`src/rtl/bus_msg_serializer.sv`:
```
// bus_msg_serializer: queues whole portal messages and emits each one as a
// burst of BEAT_WIDTH beats, most-significant word first, with a final-beat
// flag. Word 0 (the header) is always the last beat of its message.
module bus_msg_serializer #(
    parameter int DATA_WIDTH = 128,
    parameter int BEAT_WIDTH = 32,
    parameter int QDEPTH     = 2
) (
    input  logic                  CLK,
    input  logic                  RST_N,
    input  logic                  EN_msg,
    output logic                  RDY_msg,
    input  logic [DATA_WIDTH-1:0] msgData,
    input  logic [7:0]            msgWords,
    output logic                  EN_writeBeat,
    input  logic                  RDY_writeBeat,
    output logic [BEAT_WIDTH-1:0] writeData,
    output logic                  writeLast,
    output logic                  errLength,
    output logic [15:0]           sentCount
);

    localparam int WORDS = DATA_WIDTH / BEAT_WIDTH;
    localparam int CNT_W = $clog2(WORDS + 1);
    localparam int IDX_W = (WORDS > 1) ? $clog2(WORDS) : 1;
    localparam int PTR_W = (QDEPTH > 1) ? $clog2(QDEPTH) : 1;
    localparam int OCC_W = $clog2(QDEPTH + 1);

    localparam logic [7:0]       WORDS_8  = 8'(WORDS);
    localparam logic [CNT_W-1:0] WORDS_C  = CNT_W'(WORDS);
    localparam logic [CNT_W-1:0] ONE_C    = CNT_W'(1);
    localparam logic [OCC_W-1:0] FULL_OCC = OCC_W'(QDEPTH);

    typedef enum logic [0:0] {
        ST_IDLE = 1'b0,
        ST_SEND = 1'b1
    } state_e;

    // message queue storage (circular buffer)
    logic [DATA_WIDTH-1:0] q_data_q  [QDEPTH];
    logic [CNT_W-1:0]      q_words_q [QDEPTH];

    logic [PTR_W-1:0] wr_ptr_q, wr_ptr_d;
    logic [PTR_W-1:0] rd_ptr_q, rd_ptr_d;
    logic [OCC_W-1:0] occ_q, occ_d;

    // loaded message and beat engine
    state_e                state_q, state_d;
    logic [DATA_WIDTH-1:0] msg_q, msg_d;
    logic [CNT_W-1:0]      beats_left_q, beats_left_d;
    logic                  err_q, err_d;
    logic [15:0]           sent_q, sent_d;

    logic                  full_s;
    logic                  empty_s;
    logic                  push_s;
    logic                  pop_s;
    logic [CNT_W-1:0]      words_norm_s;
    logic                  len_err_s;
    logic                  en_s;
    logic                  last_s;
    logic [BEAT_WIDTH-1:0] data_s;
    logic [CNT_W-1:0]      beat_idx_s;
    logic [WORDS-1:0][BEAT_WIDTH-1:0] msg_words_s;

    assign full_s      = (occ_q == FULL_OCC);
    assign empty_s     = (occ_q == {OCC_W{1'b0}});
    assign push_s      = EN_msg && !full_s;
    assign msg_words_s = msg_q;
    assign beat_idx_s  = beats_left_q - ONE_C;

    // clamp the requested beat count into 1..WORDS and flag illegal requests
    always_comb begin
        words_norm_s = ONE_C;
        len_err_s    = 1'b0;
        if (msgWords == 8'd0) begin
            words_norm_s = ONE_C;
            len_err_s    = 1'b1;
        end else if (msgWords > WORDS_8) begin
            words_norm_s = WORDS_C;
            len_err_s    = 1'b1;
        end else begin
            words_norm_s = msgWords[CNT_W-1:0];
            len_err_s    = 1'b0;
        end
    end

    // beat outputs: only valid in SEND and forced quiet while reset is held
    always_comb begin
        en_s   = 1'b0;
        last_s = 1'b0;
        data_s = {BEAT_WIDTH{1'b0}};
        if (RST_N && (state_q == ST_SEND)) begin
            en_s   = RDY_writeBeat;
            last_s = (beats_left_q == ONE_C);
            data_s = msg_words_s[beat_idx_s[IDX_W-1:0]];
        end else begin
            en_s   = 1'b0;
            last_s = 1'b0;
            data_s = {BEAT_WIDTH{1'b0}};
        end
    end

    // FSM next state: load from queue head in IDLE or straight after a last beat
    always_comb begin
        state_d      = state_q;
        msg_d        = msg_q;
        beats_left_d = beats_left_q;
        sent_d       = sent_q;
        pop_s        = 1'b0;
        case (state_q)
            ST_IDLE: begin
                if (!empty_s) begin
                    pop_s        = 1'b1;
                    msg_d        = q_data_q[rd_ptr_q];
                    beats_left_d = q_words_q[rd_ptr_q];
                    state_d      = ST_SEND;
                end else begin
                    state_d = ST_IDLE;
                end
            end
            ST_SEND: begin
                if (en_s && last_s) begin
                    sent_d = sent_q + 16'd1;
                    if (!empty_s) begin
                        pop_s        = 1'b1;
                        msg_d        = q_data_q[rd_ptr_q];
                        beats_left_d = q_words_q[rd_ptr_q];
                        state_d      = ST_SEND;
                    end else begin
                        beats_left_d = {CNT_W{1'b0}};
                        state_d      = ST_IDLE;
                    end
                end else if (en_s) begin
                    beats_left_d = beats_left_q - ONE_C;
                end else begin
                    beats_left_d = beats_left_q;
                end
            end
            default: begin
                beats_left_d = {CNT_W{1'b0}};
                state_d      = ST_IDLE;
            end
        endcase
    end

    // queue pointer and occupancy bookkeeping; pointers wrap modulo QDEPTH
    always_comb begin
        wr_ptr_d = push_s ? (wr_ptr_q + PTR_W'(1)) : wr_ptr_q;
        rd_ptr_d = pop_s  ? (rd_ptr_q + PTR_W'(1)) : rd_ptr_q;
        err_d    = err_q | (push_s & len_err_s);
        case ({push_s, pop_s})
            2'b10:   occ_d = occ_q + OCC_W'(1);
            2'b01:   occ_d = occ_q - OCC_W'(1);
            default: occ_d = occ_q;
        endcase
    end

    // state registers with synchronous active-low reset
    always_ff @(posedge CLK) begin
        if (!RST_N) begin
            state_q      <= ST_IDLE;
            msg_q        <= {DATA_WIDTH{1'b0}};
            beats_left_q <= {CNT_W{1'b0}};
            sent_q       <= 16'd0;
            err_q        <= 1'b0;
            wr_ptr_q     <= {PTR_W{1'b0}};
            rd_ptr_q     <= {PTR_W{1'b0}};
            occ_q        <= {OCC_W{1'b0}};
        end else begin
            state_q      <= state_d;
            msg_q        <= msg_d;
            beats_left_q <= beats_left_d;
            sent_q       <= sent_d;
            err_q        <= err_d;
            wr_ptr_q     <= wr_ptr_d;
            rd_ptr_q     <= rd_ptr_d;
            occ_q        <= occ_d;
        end
    end

    // queue entry write on push; entries cleared on reset
    always_ff @(posedge CLK) begin
        if (!RST_N) begin
            for (int i = 0; i < QDEPTH; i++) begin
                q_data_q[i]  <= {DATA_WIDTH{1'b0}};
                q_words_q[i] <= {CNT_W{1'b0}};
            end
        end else if (push_s) begin
            q_data_q[wr_ptr_q]  <= msgData;
            q_words_q[wr_ptr_q] <= words_norm_s;
        end else begin
            q_data_q[wr_ptr_q]  <= q_data_q[wr_ptr_q];
            q_words_q[wr_ptr_q] <= q_words_q[wr_ptr_q];
        end
    end

    assign RDY_msg      = !RST_N || !full_s;
    assign EN_writeBeat = en_s;
    assign writeLast    = last_s;
    assign writeData    = data_s;
    assign errLength    = err_q;
    assign sentCount    = sent_q;

endmodule

```
`config.mk`:
```
export PLATFORM = sky130hd
export DESIGN_NAME = bus_msg_serializer
export DESIGN_NICKNAME = d
export VERILOG_FILES = /design/src/rtl/bus_msg_serializer.sv
export SDC_FILE = /design/constraint.sdc
export NUM_CORES = 1
export LEC_CHECK = 0
export BUFFER_PORTS_ARGS = -buffer_cell sky130_fd_sc_hd__buf_4
export CAP_MARGIN = 15
export CORE_MARGIN = 5
export CORE_UTILIZATION = 32
export CTS_CLUSTER_SIZE = 14
export DETAILED_ROUTE_END_ITERATION = 10
export PLACE_DENSITY = 0.53
export SYNTH_ARGS = -nofsm -noshare
export SYNTH_HDL_FRONTEND = slang
export SYNTH_SLANG_ARGS = --single-unit
```
`constraint.sdc`:
```
create_clock -name CLK -period 13.05 [get_ports CLK]
set_clock_uncertainty 0.2 [all_clocks]
set_input_delay 1.9575 -clock CLK [delete_from_list [all_inputs] [get_ports CLK]]
set_output_delay 1.9575 -clock CLK [all_outputs]
set_load 0.02 [all_outputs]
```
* After elaboration in Yosys (flattened, before gate mapping)
Memory sizes are Yosys's and may differ from the RTL's. A register that Yosys moved wholly into a read port is not among the register bits.
Index checks and enable logic that the tools add are counted.
** Storage, ports and cells
- Register bits :: 153
- Latch bits :: 0
- Memory bits (writable) :: 262
- Memory bits (read-only) :: 0
- Bits of input ports :: 140
- Logic and storage cells :: 87
- Memories kept :: 2
** Memories
- q_data_q :: depth 2, bits a word 128, read ports 1, clocked after Yosys merged registers in 1, write ports 2, RTL line 40 : logic [DATA_WIDTH-1:0] q_data_q [QDEPTH];
- q_words_q :: depth 2, bits a word 3, read ports 1, clocked after Yosys merged registers in 1, write ports 2, RTL line 41 : logic [CNT_W-1:0] q_words_q [QDEPTH];
** Operators by class
- Add/subtract/negate cells :: 6
- $mul :: 0
- Divide/modulo/power cells :: 0
- Magnitude comparators :: 2
- Equal/unequal tests :: 8
- Shifts and indexed selects :: 0
- Mux-type cells :: 42
- Bitwise operators :: 5
- Reductions and logical operators :: 14
** Operators with widths (count)
- $mux W128 :: 4
- $pmux W128 S2 :: 1
- $reduce_or A128 Y1 :: 1
- $bmux W32 S2 :: 1
- $mux W32 :: 2
- $mux W3 :: 8
- $mux W1 :: 22
- $add A16 B1 Y16 const B :: 1
- $gt A8 B3 Y1 const B :: 1
- $logic_not A8 Y1 :: 1
- $pmux W3 S2 :: 1
- $reduce_and A2 Y1 :: 3
- $eq A2 B2 Y1 const B :: 2
- $pmux W1 S2 :: 2
- $pmux W2 S2 :: 1
- $eq A3 B1 Y1 const B :: 1
- $logic_and A1 B1 Y1 :: 3
- $lt A2 B3 Y1 const B :: 1
- $ne A3 B1 Y1 const B :: 1
- $or A1 B1 Y1 :: 3
- $reduce_or A3 Y1 :: 1
- $sub A3 B1 Y3 const B :: 1
- $add A1 B1 Y1 const B :: 2
- $add A2 B1 Y2 const B :: 1
- 11 further kinds :: 12

* Logic depth before layout (Yosys ltp)
Gate-level depths: netlist (run 1).
- Word-level depth :: 10
- Mapped depth :: 10
- Mapped depth without buffers :: 8

* Worst setup path before layout (run 1)
Ideal clock, no wire load.
- Path kind :: input-to-reg
- From :: input port EN_msg
- To :: memory q_data_q[0][0], enable pin
- Setup time :: 0.802 ns
- Arrival :: 11.254 ns
- Slack :: 0.794 ns
- Cell stages on the path :: 2
- Path buffers :: 0
- Cell sequence :: nand2_1 o21ai_0
** RTL lines
- start, declared :: RTL line 11 : input logic EN_msg,
- end, declared :: RTL line 40

* Final worst setup path (run 1)
- From :: register beats_left_q[0]
- To :: output port writeData[0]
** On the way
- Longest elaborated chain between the ends :: 4
** RTL lines
- start, declared :: RTL line 50 : logic [CNT_W-1:0] beats_left_q, beats_left_d;
- start signal, assigned :: RTL line 164 : beats_left_q <= {CNT_W{1'b0}};
- start signal, assigned :: RTL line 173 : beats_left_q <= beats_left_d;
- $sub A3 B1 Y3
- $bmux W32 S2 :: RTL line 96 : data_s = msg_words_s[beat_idx_s[IDX_W-1:0]];
- $mux W32 (not written as such) :: RTL line 96
- $mux W32 :: RTL line 93 : if (RST_N && (state_q == ST_SEND)) begin
- end, declared :: RTL line 17 : output logic [BEAT_WIDTH-1:0] writeData,
No other way between the ends. The select of a mux whose other input is x is not followed.

==> reports/metrics.yaml, run 1 <==
timing:
  min_period_ns: 5.92
  fin_ws_ns: 7.13
  setup_violations: 0
  period_share: 0.454
  relSlewSlack: 0.138
  maxClockFrequency_ghz: 0.169
  tightest_slew_ns: 1.29
  hold_viol_final: 0
  maxSlewViolCount: 0
  tns_ns: 0
  rsz0062_at_grt: "false"
setup_path:
  crit_top_cell: "buf_4"
  arrival_ns: 3.77
  crit_type: "flop to output pin"
  crit_family: "flip-flops"
  path_buf_inv: 3
  path_cells: "inv_1, ha_2, buf_4, mux4_2, nor2b_1, buf_4"
  slowest_delay_ns: 0.95
  cp_max_fo: 36
  endpoint_kind: "output pin"
  start_kind: "flop"
  worst-endpoint-required_ns: 10.89
  slowest_stage: "dfxtp_2"
clocking:
  clkLatencyLatePin_ns: 0.56
  clkSinkCount: 416
  ctsResizeCount: 0
  cts_tree: "built"
  post_cts_buffers: 0
  numCtsBuffers: 45
  cts_root_buffer: "clkbuf_16"
  hold_buffers: 0
  clk_pin_slew_ns: 0.06
  cts_htree_levels: 2
  clockBufferDepth: 3
routing:
  routed_wl_um: 44600
  dr.pass1.iters: 5
  antenna_left: 0
  dr_wl_met3_um: 3480
  routedWlPerCell_um: 19.9
  drt_iter0_drc: 679
  num_vias: 10700
  wl_met2_um: 19100
  drcViolationCount: 0
  vias_per_cell: 4.76
  top_layer: "met5"
  drt-met1-wl_um: 21100
logic_synthesis:
  synth_cell_types: 38
  syn_avg_cell_area_sq_um: 12.9
  synth_ff_type: "edfxtp_1"
  yosysSeqAreaShare: 0.629
  yosysWarnings: 0
  synth_nets: 1497
  yosys_register_bits: 416
  synth_area_sq_um: 17400
  synthArstFlopShare: 0
  synthCells: 1353
  synth-edff-count: 262
hold_path:
  hold_path.class: "flop to flop"
global_route:
  grt_pass1_vias: 10700
  grt-ovfl-total: 0
  grtUsageTotal: 0.147
  antenna_found_initial: 13
  grt_pass1_wl_um: 67300
  grt_max_degree: 259
finish:
  syn_to_final_growth_pct: 20.3
  fill_cells: 5036
  nets: 1645
  postLayoutCellArea_sq_um: 21000
  utilization: 0.389
  drive_above_1_share: 0.204
power:
  power_density_nw_per_um2: 207
  peakVddDrop_mv: 0.214
  leakagePower_uw: 0.00770
floorplanning:
  pin_count: 192
  row_count: 85
  core_area_sq_um: 53900
  die-area_sq_um: 59200
  start_util: 0.323
  chipHeight_um: 243
  dieWidth_um: 243
run_status:
  status: "complete, no violations"
placed_design:
  dpl_cell_area_sq_um: 19500
  gp_routability_congestion: 0.755
  io_buffer_count: 191
  dp_hpwl_um: 28200
  dp_slack_ns: 7.41
run:
  max_cap_viol_count: 0
==> cell families after synthesis <==
group,Yosys count,synth area share
and+or+nand+nor,491,0.155
DFF,416,0.629
muxes,166,0.118
AOI/OAI and AO/OA,155,0.0643
buffers and inverters,108,0.0247
xor gates and xnor gates,13,0.00654
adders and majority gates,4,0.00287
==> flip-flops by register name (all words and copies together), names as in the netlist, named ones only <==
name,flops
errLength,1
occ_q,2
beats_left_q,3
msg_q,128
q_data_q,256
wr_ptr_q,1
state_q,1
rd_ptr_q,1
q_words_q,6
sentCount,16
==> worst register-to-register path, stage by stage (launching register included) <==
cell      delay, ns
dfxtp_2        0.95
ha_1           0.40
nand4b_1       0.23
a21oi_4        0.23
buf_12         0.56
ha_1           0.44
or3_1          0.35
a21oi_1        0.15
==> cells in the final DEF, fill, tap and decap left out, drive strengths merged, types with 2 or more instances in the layout <==
| cell type | synthesis | routed |
|---|---|---|
| edfxtp | 262 | 262 |
| and2 | 256 | 256 |
| buf | 29 | 203 |
| dfxtp | 154 | 154 |
| nor2 | 145 | 145 |
| mux2i | 134 | 134 |
| a211oi | 129 | 129 |
| clkbuf | 73 | 65 |
| nor2b | 33 | 33 |
| mux4 | 32 | 32 |
| clkinv | 0 | 16 |
| nand2 | 12 | 12 |
| a21oi | 11 | 11 |
| o21ai | 9 | 9 |
| xor2 | 8 | 8 |
| nand4 | 7 | 7 |
| or3 | 7 | 7 |
| nand3 | 7 | 7 |
| inv | 6 | 7 |
| nand2b | 5 | 5 |
| xnor2 | 5 | 5 |
| and3 | 5 | 5 |
| diode | 0 | 4 |
| ha | 4 | 4 |
| nor3 | 3 | 3 |
| nor4 | 2 | 2 |
| nand4b | 2 | 2 |
| and4 | 2 | 2 |
| or4 | 2 | 2 |
| a22o | 2 | 2 |
| bufinv | 0 | 2 |
==> layer usage <==
metal  vias to the layer above  track usage
met5                         -            0
met4                        18       0.0406
met3                        72       0.0475
met2                       234        0.213
met1                      5141        0.213
li1                       5197            -
==> final timing paths <==
path                            cells past startpoint             from            to  slack (ns)
worst max-delay path                                6  beats_left_q[0]  writeData[0]        7.13
worst min-delay path                                2        errLength     errLength        0.25
worst max register to register                      7  beats_left_q[0]      occ_q[1]        9.47
worst min register to register                      2        errLength     errLength        0.25
==> cell usage after synthesis, drive strengths merged, types with 2 or more instances <==
library cell	n	area share
or4	2	0.00086
nand4	7	0.0025
and4	2	0.0010
xnor2	5	0.0025
or3	7	0.0025
mux4	32	0.041
dfxtp	154	0.18
nand3	7	0.0023
a211oi	129	0.056
and2	256	0.092
nor4	2	0.00072
mux2i	134	0.077
nand4b	2	0.0010
ha	4	0.0029
nor2	145	0.031
inv	6	0.0013
o21ai	9	0.0026
nor2b	33	0.012
and3	5	0.0018
clkbuf	73	0.016
a22o	2	0.0010
nand2	12	0.0026
xor2	8	0.0040
a21oi	11	0.0032
nor3	3	0.00086
nand2b	5	0.0018
edfxtp	262	0.45
buf	29	0.0077
==> final cells by class <==
cell class                      count  area (sq um)  area share
Antenna cell                        4          10.0    0.000478
Clock buffer                       65          1340      0.0637
Clock inverter                     19           140     0.00669
Inverter                            6          25.0     0.00119
Multi-Input combinational cell    829          6080       0.290
Sequential cell                   416         11000       0.523
Tap cell                          696           871      0.0416
Timing Repair Buffer              203          1540      0.0733
==> report_power, final <==
part / total [uW] / internal [uW] / leakage (uW) / switching (uW)
registers: 1940 / 1730 / 0.00404 / 212
logic: 1130 / 517 / 0.00292 / 616
clock network: 1260 / 749 / 0.000733 / 516
==> stage by stage <==
step / hold WS (ns) / std cells / total power, uW
floorplan: 0.242 / 1353 / 2760
CTS: 0.249 / 2234 / 4400
global route: 0.290 / 2235 / 4580
global placement: 0.236 / 2150 / 3100
finish: 0.245 / 2238 / 4340
detailed placement: 0.240 / 2150 / 3120
Power figures use the tool's default switching activity.
==> inputs of run 2 (changes only) <==
--- a/config.mk
+++ b/config.mk
@@ -5,13 +5,14 @@
 export SDC_FILE = /design/constraint.sdc
 export NUM_CORES = 1
 export LEC_CHECK = 0
+export ABC_AREA = 1
 export BUFFER_PORTS_ARGS = -buffer_cell sky130_fd_sc_hd__buf_4
 export CAP_MARGIN = 15
 export CORE_MARGIN = 5
 export CORE_UTILIZATION = 32
 export CTS_CLUSTER_SIZE = 14
 export DETAILED_ROUTE_END_ITERATION = 10
-export PLACE_DENSITY = 0.53
+export PLACE_DENSITY = 0.54
 export SYNTH_ARGS = -nofsm -noshare
 export SYNTH_HDL_FRONTEND = slang
 export SYNTH_SLANG_ARGS = --single-unit
==> constraint.sdc (replaced) <==
create_clock -name CLK -period 5.37 [get_ports CLK]
set_clock_uncertainty 0.2 [all_clocks]
set_input_delay 0.8055 -clock CLK [delete_from_list [all_inputs] [get_ports CLK]]
set_output_delay 0.8055 -clock CLK [all_outputs]
set_load 0.02 [all_outputs]
==> reports/metrics.yaml, run 2 <==
power:
  p_sw_uw: 4300  # +220%
  seq_power_share: 0.415  # -0.032
  switching_share: 0.372  # +0.0627
  clkPwrFrac: 0.266  # -0.026
  cellInternalPower_uw: 7240  # +140%
  leakagePower_uw: 0.00884  # +15%
  power_density_nw_per_um2: 540  # +160%
  peakVddDrop_mv: 0.259  # +21%
  power_frac_comb: 0.319  # +0.058
clocking:
  cts_tree: "built"
  ctsResizeCount: 0  # unchanged
  numCtsBuffers: 46  # +2.2%
  cts_root_buffer: "clkbuf_16"
  hold_buffers: 0  # unchanged
  clockBufferDepth: 3  # unchanged
  clk_pin_slew_ns: 0.06  # about the same
  post_cts_buffers: 0  # unchanged
  clkSinkCount: 416  # unchanged
  cts_htree_levels: 2  # unchanged
  clkLatencyLatePin_ns: 0.57  # about the same
logic_synthesis:
  syn_avg_cell_area_sq_um: 9.69  # -25%
  yosys_register_bits: 416  # unchanged
  yosys-top-cells-area: "edfxtp_1 (44%), dfxtp_1 (17%), nor2_1 (14%)"
  synth_cell_types: 29  # -24%
  synth_ff_type: "edfxtp_1"
  synth_nets: 1990  # +33%
  synth_common_cells: "nor2_1 (685), edfxtp_1 (262), o21ai_0 (163)"
  yosysWarnings: 0  # unchanged
  synth.most_common_cell: "nor2_1"
  yosysSeqAreaShare: 0.612  # -0.0166
  synth_area_sq_um: 17900  # +2.7%
  synthCells: 1846  # +36%
  synth_top_area_frac: 0.440  # -0.0119
  synthArstFlopShare: 0  # unchanged
  yosysTopAreaCell: "edfxtp_1"
  synth-edff-count: 262  # unchanged
routing:
  antenna_left: 0  # unchanged
  drcViolationCount: 0  # unchanged
  routedWlPerCell_um: 19.9  # -0.25%
  vias_per_cell: 4.78  # +0.39%
  drt_iter0_drc: 1155  # +70%
  routed_wl_um: 55200  # +24%
  dr.pass1.iters: 5  # unchanged
  num_vias: 13300  # +25%
finish:
  largest_register_ffs: 256  # unchanged
  largest-register: "q_data_q"
  drive_above_1_share: 0.205  # +0.00182
  fill_cells: 5470  # +8.6%
  syn_to_final_growth_pct: 19.4
  layout_commonest_cell: "nor2_1"
  nets: 2132  # +30%
  mostFrequentLayoutCells: "nor2_1 (685), edfxtp_1 (262), buf_4 (205)"
timing:
  hold_ws_ns: 0.264  # +0.0185 ns
  rsz0062_at_grt: "false"
  tightest_slew_ns: 1.13  # -0.167 ns
  period_share: 0.822
  min_period_ns: 4.41
  relSlewSlack: 0.249  # +0.111
  maxSlewViolCount: 0  # unchanged
  maxClockFrequency_ghz: 0.227
  tns_ns: 0  # unchanged
  setup_violations: 0  # unchanged
  hold_viol_final: 0  # unchanged
floorplanning:
  pin_count: 192  # unchanged
  row_count: 86  # +1.2%
  chipHeight_um: 246  # +1.3%
  dieWidth_um: 246  # +1.3%
  core_area_sq_um: 55200  # +2.4%
  die-area_sq_um: 60700  # +2.6%
  start_util: 0.324  # +0.00105
placed_design:
  gp_routability_congestion: 0.876  # +16%
  dp_hpwl_um: 37400  # +33%
  io_buffer_count: 191  # unchanged
global_route:
  antenna_found_initial: 3  # -10
  grt_pass1_vias: 13000  # +21%
  grt_pass1_wl_um: 81400  # +21%
  grt_max_degree: 97  # -63%
  grtUsageTotal: 0.176  # +0.0288
  grt-ovfl-total: 0  # unchanged
setup_path:
  cp_max_fo: 34  # -5.6%
  arrival_ns: 3.41  # -0.36 ns
  worst-endpoint-required_ns: 4.36  # -6.53 ns
  endpoint_kind: "output pin"
  start_kind: "flop"
  crit_type: "flop to output pin"
run_status:
  status: "complete, no violations"
hold_path:
  hold_path.class: "flop to flop"
run:
  max_cap_viol_count: 0  # unchanged
==> run 2: changes by cell type after synthesis, moves of 32 or more <==
cell      delta
nor2_1     +540
nand2_1     +34
and2_1     -256
a21oi_1     +37
nor2b_1     -33
inv_1      +153
mux2i_1    -134
mux2_2     +128
o21ai_0    +154
mux4_2      -32
a211oi_1   -128
o21ai_1     +42
==> run 2: cell families after synthesis <==
kind of cell | Yosys count | synth area share
AO/OA/AOI/OAI | 257 | 0.0730
XOR/XNOR | 4 | 0.00196
adder cells (fa/ha/maj) | 4 | 0.00280
buffers and inverters | 275 | 0.0659
flip-flops | 416 | 0.612
multiplexers | 128 | 0.0806
AND/OR/NAND/NOR | 762 | 0.164
==> run 2: final cells by class <==
| class | instances | area [sq um] | share of cell area |
|---|---|---|---|
| Antenna cell | 2 | 5.00 | 0.000234 |
| Clock buffer | 71 | 1320 | 0.0616 |
| Clock inverter | 15 | 146 | 0.00685 |
| Inverter | 161 | 606 | 0.0283 |
| Multi-Input combinational cell | 1155 | 5800 | 0.271 |
| Sequential cell | 416 | 11000 | 0.513 |
| Tap cell | 748 | 936 | 0.0438 |
| Timing Repair Buffer | 208 | 1610 | 0.0752 |
==> run 2: final timing paths <==
path | end | startpoint | slack, ns | cells after the start
worst min register to register | errLength | errLength | 0.26 | 2
worst min-delay path | errLength | errLength | 0.26 | 2
worst max register to register | msg_q[46] | beats_left_q[0] | 1.94 | 11
worst max-delay path | writeData[3] | beats_left_q[1] | 0.96 | 8
==> run 2: power by group through the flow <==
stage | clock (uW) | combinational, uW | sequential (uW)
6_report | 3070 | 3690 | 4790
5_1_grt | 3270 | 4010 | 4860
3_5_place_dp | 0 | 3610 | 4850
4_1_cts | 3130 | 3630 | 4780
3_3_place_gp | 0 | 3640 | 4830
2_1_floorplan | 0 | 2540 | 4510
==> run 2: metrics by stage <==
step / instances / area (sq um) / worst slack [ns] / util / power, uW
after global routing: 2775 / 21400 / 0.621 / 0.387 / 12100
final: 2776 / 21400 / 0.957 / 0.387 / 11500
after floorplan: 1846 / 17900 / 0.378 / - / 7050
after CTS: 2773 / 21300 / 0.665 / 0.386 / 11500
after detailed placement: 2687 / 19900 / 1.27 / 0.360 / 8460
after global placement: 2687 / 19900 / 1.34 / 0.360 / 8470
==> run 2: critical path, stage by stage, from the launching register on <==
cell     delay (ns)
dfxtp_1        0.33
inv_1          0.06
ha_1           1.03
inv_1          0.52
buf_16         0.32
nor2_1         0.13
o21ai_0        0.11
a21oi_1        0.17
buf_4          0.17
==> run 2: routing by layer <==
metal	global-route usage	vias to the layer above	wire length [um]
met1	0.252	6376	24600
met2	0.268	508	24500
met5	0	-	0
met4	0.0553	0	1550
li1	-	6315	-
met3	0.0374	77	4620
==> inputs of run 3 (changes only) <==
--- a/config.mk
+++ b/config.mk
@@ -12,7 +12,7 @@
 export CORE_UTILIZATION = 32
 export CTS_CLUSTER_SIZE = 14
 export DETAILED_ROUTE_END_ITERATION = 10
-export PLACE_DENSITY = 0.54
+export PLACE_DENSITY = 0.53
 export SYNTH_ARGS = -nofsm -noshare
 export SYNTH_HDL_FRONTEND = slang
 export SYNTH_SLANG_ARGS = --single-unit
==> constraint.sdc (replaced) <==
create_clock -name CLK -period 4.5 [get_ports CLK]
set_clock_uncertainty 0.2 [all_clocks]
set_input_delay 0.675 -clock CLK [delete_from_list [all_inputs] [get_ports CLK]]
set_output_delay 0.675 -clock CLK [all_outputs]
set_load 0.02 [all_outputs]
==> reports/metrics.yaml, run 3 (same netlist as run 2, synthesis figures left out) <==
placed_design:
  place_inst: 2690  # +0.11%
  dpl_cell_area_sq_um: 19900  # +0.11%
  gp_routability_congestion: 0.903  # +3.1%
  dp_hpwl_um: 35500  # -5.3%
  io_buffer_count: 191  # unchanged
  dp_slack_ns: 1.40  # +0.127 ns
floorplanning:
  row_count: 86  # unchanged
  die-area_sq_um: 60700  # unchanged
  core_area_sq_um: 55200  # unchanged
  pin_count: 192  # unchanged
  dieWidth_um: 246  # unchanged
  start_util: 0.324  # unchanged
  chipHeight_um: 246  # unchanged
setup_path:
  crit_type: "flop to output pin"
  endpoint_kind: "output pin"
  critPathCapture: "writeData[6]"
  path_buf_inv: 2  # -2
  cp_max_fo: 67  # +97%
  r2r_end: "msg_q[26]"
  r2r_start: "beats_left_q[0]"
  start_kind: "flop"
  arrival_ns: 2.76  # -0.65 ns
  slowest_delay_ns: 0.62  # -0.41 ns
  crit_family: "buffers and inverters"
  cp.depth: 6  # -2
  critPathLaunch: "beats_left_q[0]"
  path_cells: "buf_4, nor2_1, nor2_1, o21ai_0, a21oi_1, buf_4"
  rrSetupSlack_ns: 1.35  # -0.59 ns
  slowest_stage: "buf_4"
  rr_worst_depth: 10  # -1
  worst-endpoint-required_ns: 3.62  # -0.74 ns
run_status:
  status: "complete, no violations"
power:
  p_sw_uw: 5090  # +18%
  power_density_nw_per_um2: 645  # +19%
  seq_power_share: 0.406  # -0.009
  total_power_uw: 13800  # +20%
  peakVddDrop_mv: 0.467  # +81%
  clkPwrFrac: 0.276  # +0.010
  power_frac_comb: 0.318  # about the same
  switching_share: 0.368  # -0.00454
  leakagePower_uw: 0.00887  # +0.43%
  cellInternalPower_uw: 8750  # +21%
routing:
  num_vias: 13000  # -1.7%
  antenna_left: 0  # unchanged
  vias_per_cell: 4.70  # -1.8%
  drt_iter0_drc: 986  # -15%
  routedWlPerCell_um: 19.3  # -3.1%
  routed_wl_um: 53500  # -3.1%
  dr.pass1.iters: 5  # unchanged
  drcViolationCount: 0  # unchanged
clocking:
  numCtsBuffers: 46  # unchanged
  cts_tree: "built"
  clockBufferDepth: 3  # unchanged
  cts_root_buffer: "clkbuf_16"
  clkSinkCount: 416  # unchanged
  hold_buffers: 0  # unchanged
  clk_pin_slew_ns: 0.06  # about the same
  ctsResizeCount: 0  # unchanged
  post_cts_buffers: 0  # unchanged
  cts_htree_levels: 2  # unchanged
  clkLatencyLatePin_ns: 0.60  # +0.03 ns
finish:
  largest_register_ffs: 256  # unchanged
  drive_above_1_share: 0.206  # +0.000682
  mostFrequentLayoutCells: "nor2_1 (685), edfxtp_1 (262), buf_4 (208)"
  nets: 2135  # +0.14%
  fill_cells: 5514  # +0.80%
  syn_to_final_growth_pct: 19.9
  layoutNonFillerInstCount: 2778  # +0.072%
  layout_commonest_cell: "nor2_1"
  largest-register: "q_data_q"
  postLayoutCellArea_sq_um: 21400  # +0.37%
timing:
  fin_ws_ns: 0.866  # -0.0914 ns
  setup_violations: 0  # unchanged
  period_share: 0.808
  maxClockFrequency_ghz: 0.275
  min_period_ns: 3.63
  maxSlewViolCount: 0  # unchanged
  tightest_slew_ns: 1.16  # +0.0349 ns
  hold_viol_final: 0  # unchanged
  tns_ns: 0  # unchanged
  rsz0062_at_grt: "false"
  relSlewSlack: 0.226  # -0.0233
global_route:
  antenna_found_initial: 3  # unchanged
  grt-ovfl-total: 0  # unchanged
  grt_pass1_wl_um: 79900  # -1.8%
  grtUsageTotal: 0.172  # -0.00350
  grt_pass1_vias: 13000  # +0.085%
  grt_max_degree: 130  # +34%
hold_path:
  hold_path.class: "primary input to flop"
run:
  max_cap_viol_count: 0  # unchanged
run 3: changes by cell type in the layout (fill, tap and decap cells not counted):
cell | before | now
inv_6 | 3 | 1
clkinv_4 | 0 | 2
clkbuf_16 | 47 | 46
clkinv_2 | 9 | 5
inv_16 | 0 | 2
clkinv_1 | 2 | 8
buf_4 | 205 | 208
clkbuf_1 | 19 | 14
bufinv_16 | 2 | 4
diode_2 | 2 | 1
run 3: worst min-delay path by stage:
| stage | end | startpoint | cells after the start | slack, ns |
|---|---|---|---|---|
| floorplan | beats_left_q[1] | beats_left_q[1] | 2 | 0.24 |
| global placement | beats_left_q[1] | beats_left_q[1] | 2 | 0.26 |
| detailed placement | beats_left_q[1] | beats_left_q[1] | 2 | 0.26 |
| CTS | q_data_q[1][9] | msgData[9] | 3 | 0.15 |
| global route | q_data_q[1][8] | msgData[8] | 3 | 0.18 |
| finish | q_data_q[1][9] | msgData[9] | 3 | 0.19 |
run 3: worst min-delay path: stages:
cell and delay (ns):
buf_4 0.08, inv_1 0.04, nor2_1 0.08
run 3: power by group through the flow:
stage               registers (uW)  clock network [uW]  logic (uW)
floorplan                     5390                   0        3030
global placement              5670                   0        4330
detailed placement            5700                   0        4340
CTS                           5630                3900        4360
global route                  5720                4060        4830
finish                        5630                3820        4390
run 3: stage by stage:
stage	hold WS, ns	utilization
5_1_grt	0.178	0.388
3_5_place_dp	0.265	0.360
6_report	0.185	0.389
3_3_place_gp	0.261	0.360
4_1_cts	0.151	0.388
2_1_floorplan	0.244	-
run 3: area by class of cell:
cell class	count	area, sq um	share of cell area
multi-input combinational	1155	5800	0.270
antenna	1	2.50	0.000117
inverter	161	606	0.0282
sequential	416	11000	0.511
clock inverter	21	249	0.0116
tap	748	936	0.0436
timing repair buffer	211	1630	0.0760
clock buffer	65	1270	0.0593
run 3: metal layers:
layer / vias to the layer above / global-route usage / part of all wire
met5: - / 0 / 0
met4: 0 / 0.0604 / 0.031
met3: 71 / 0.0459 / 0.079
met2: 370 / 0.262 / 0.44
met1: 6285 / 0.239 / 0.45
li1: 6320 / - / -
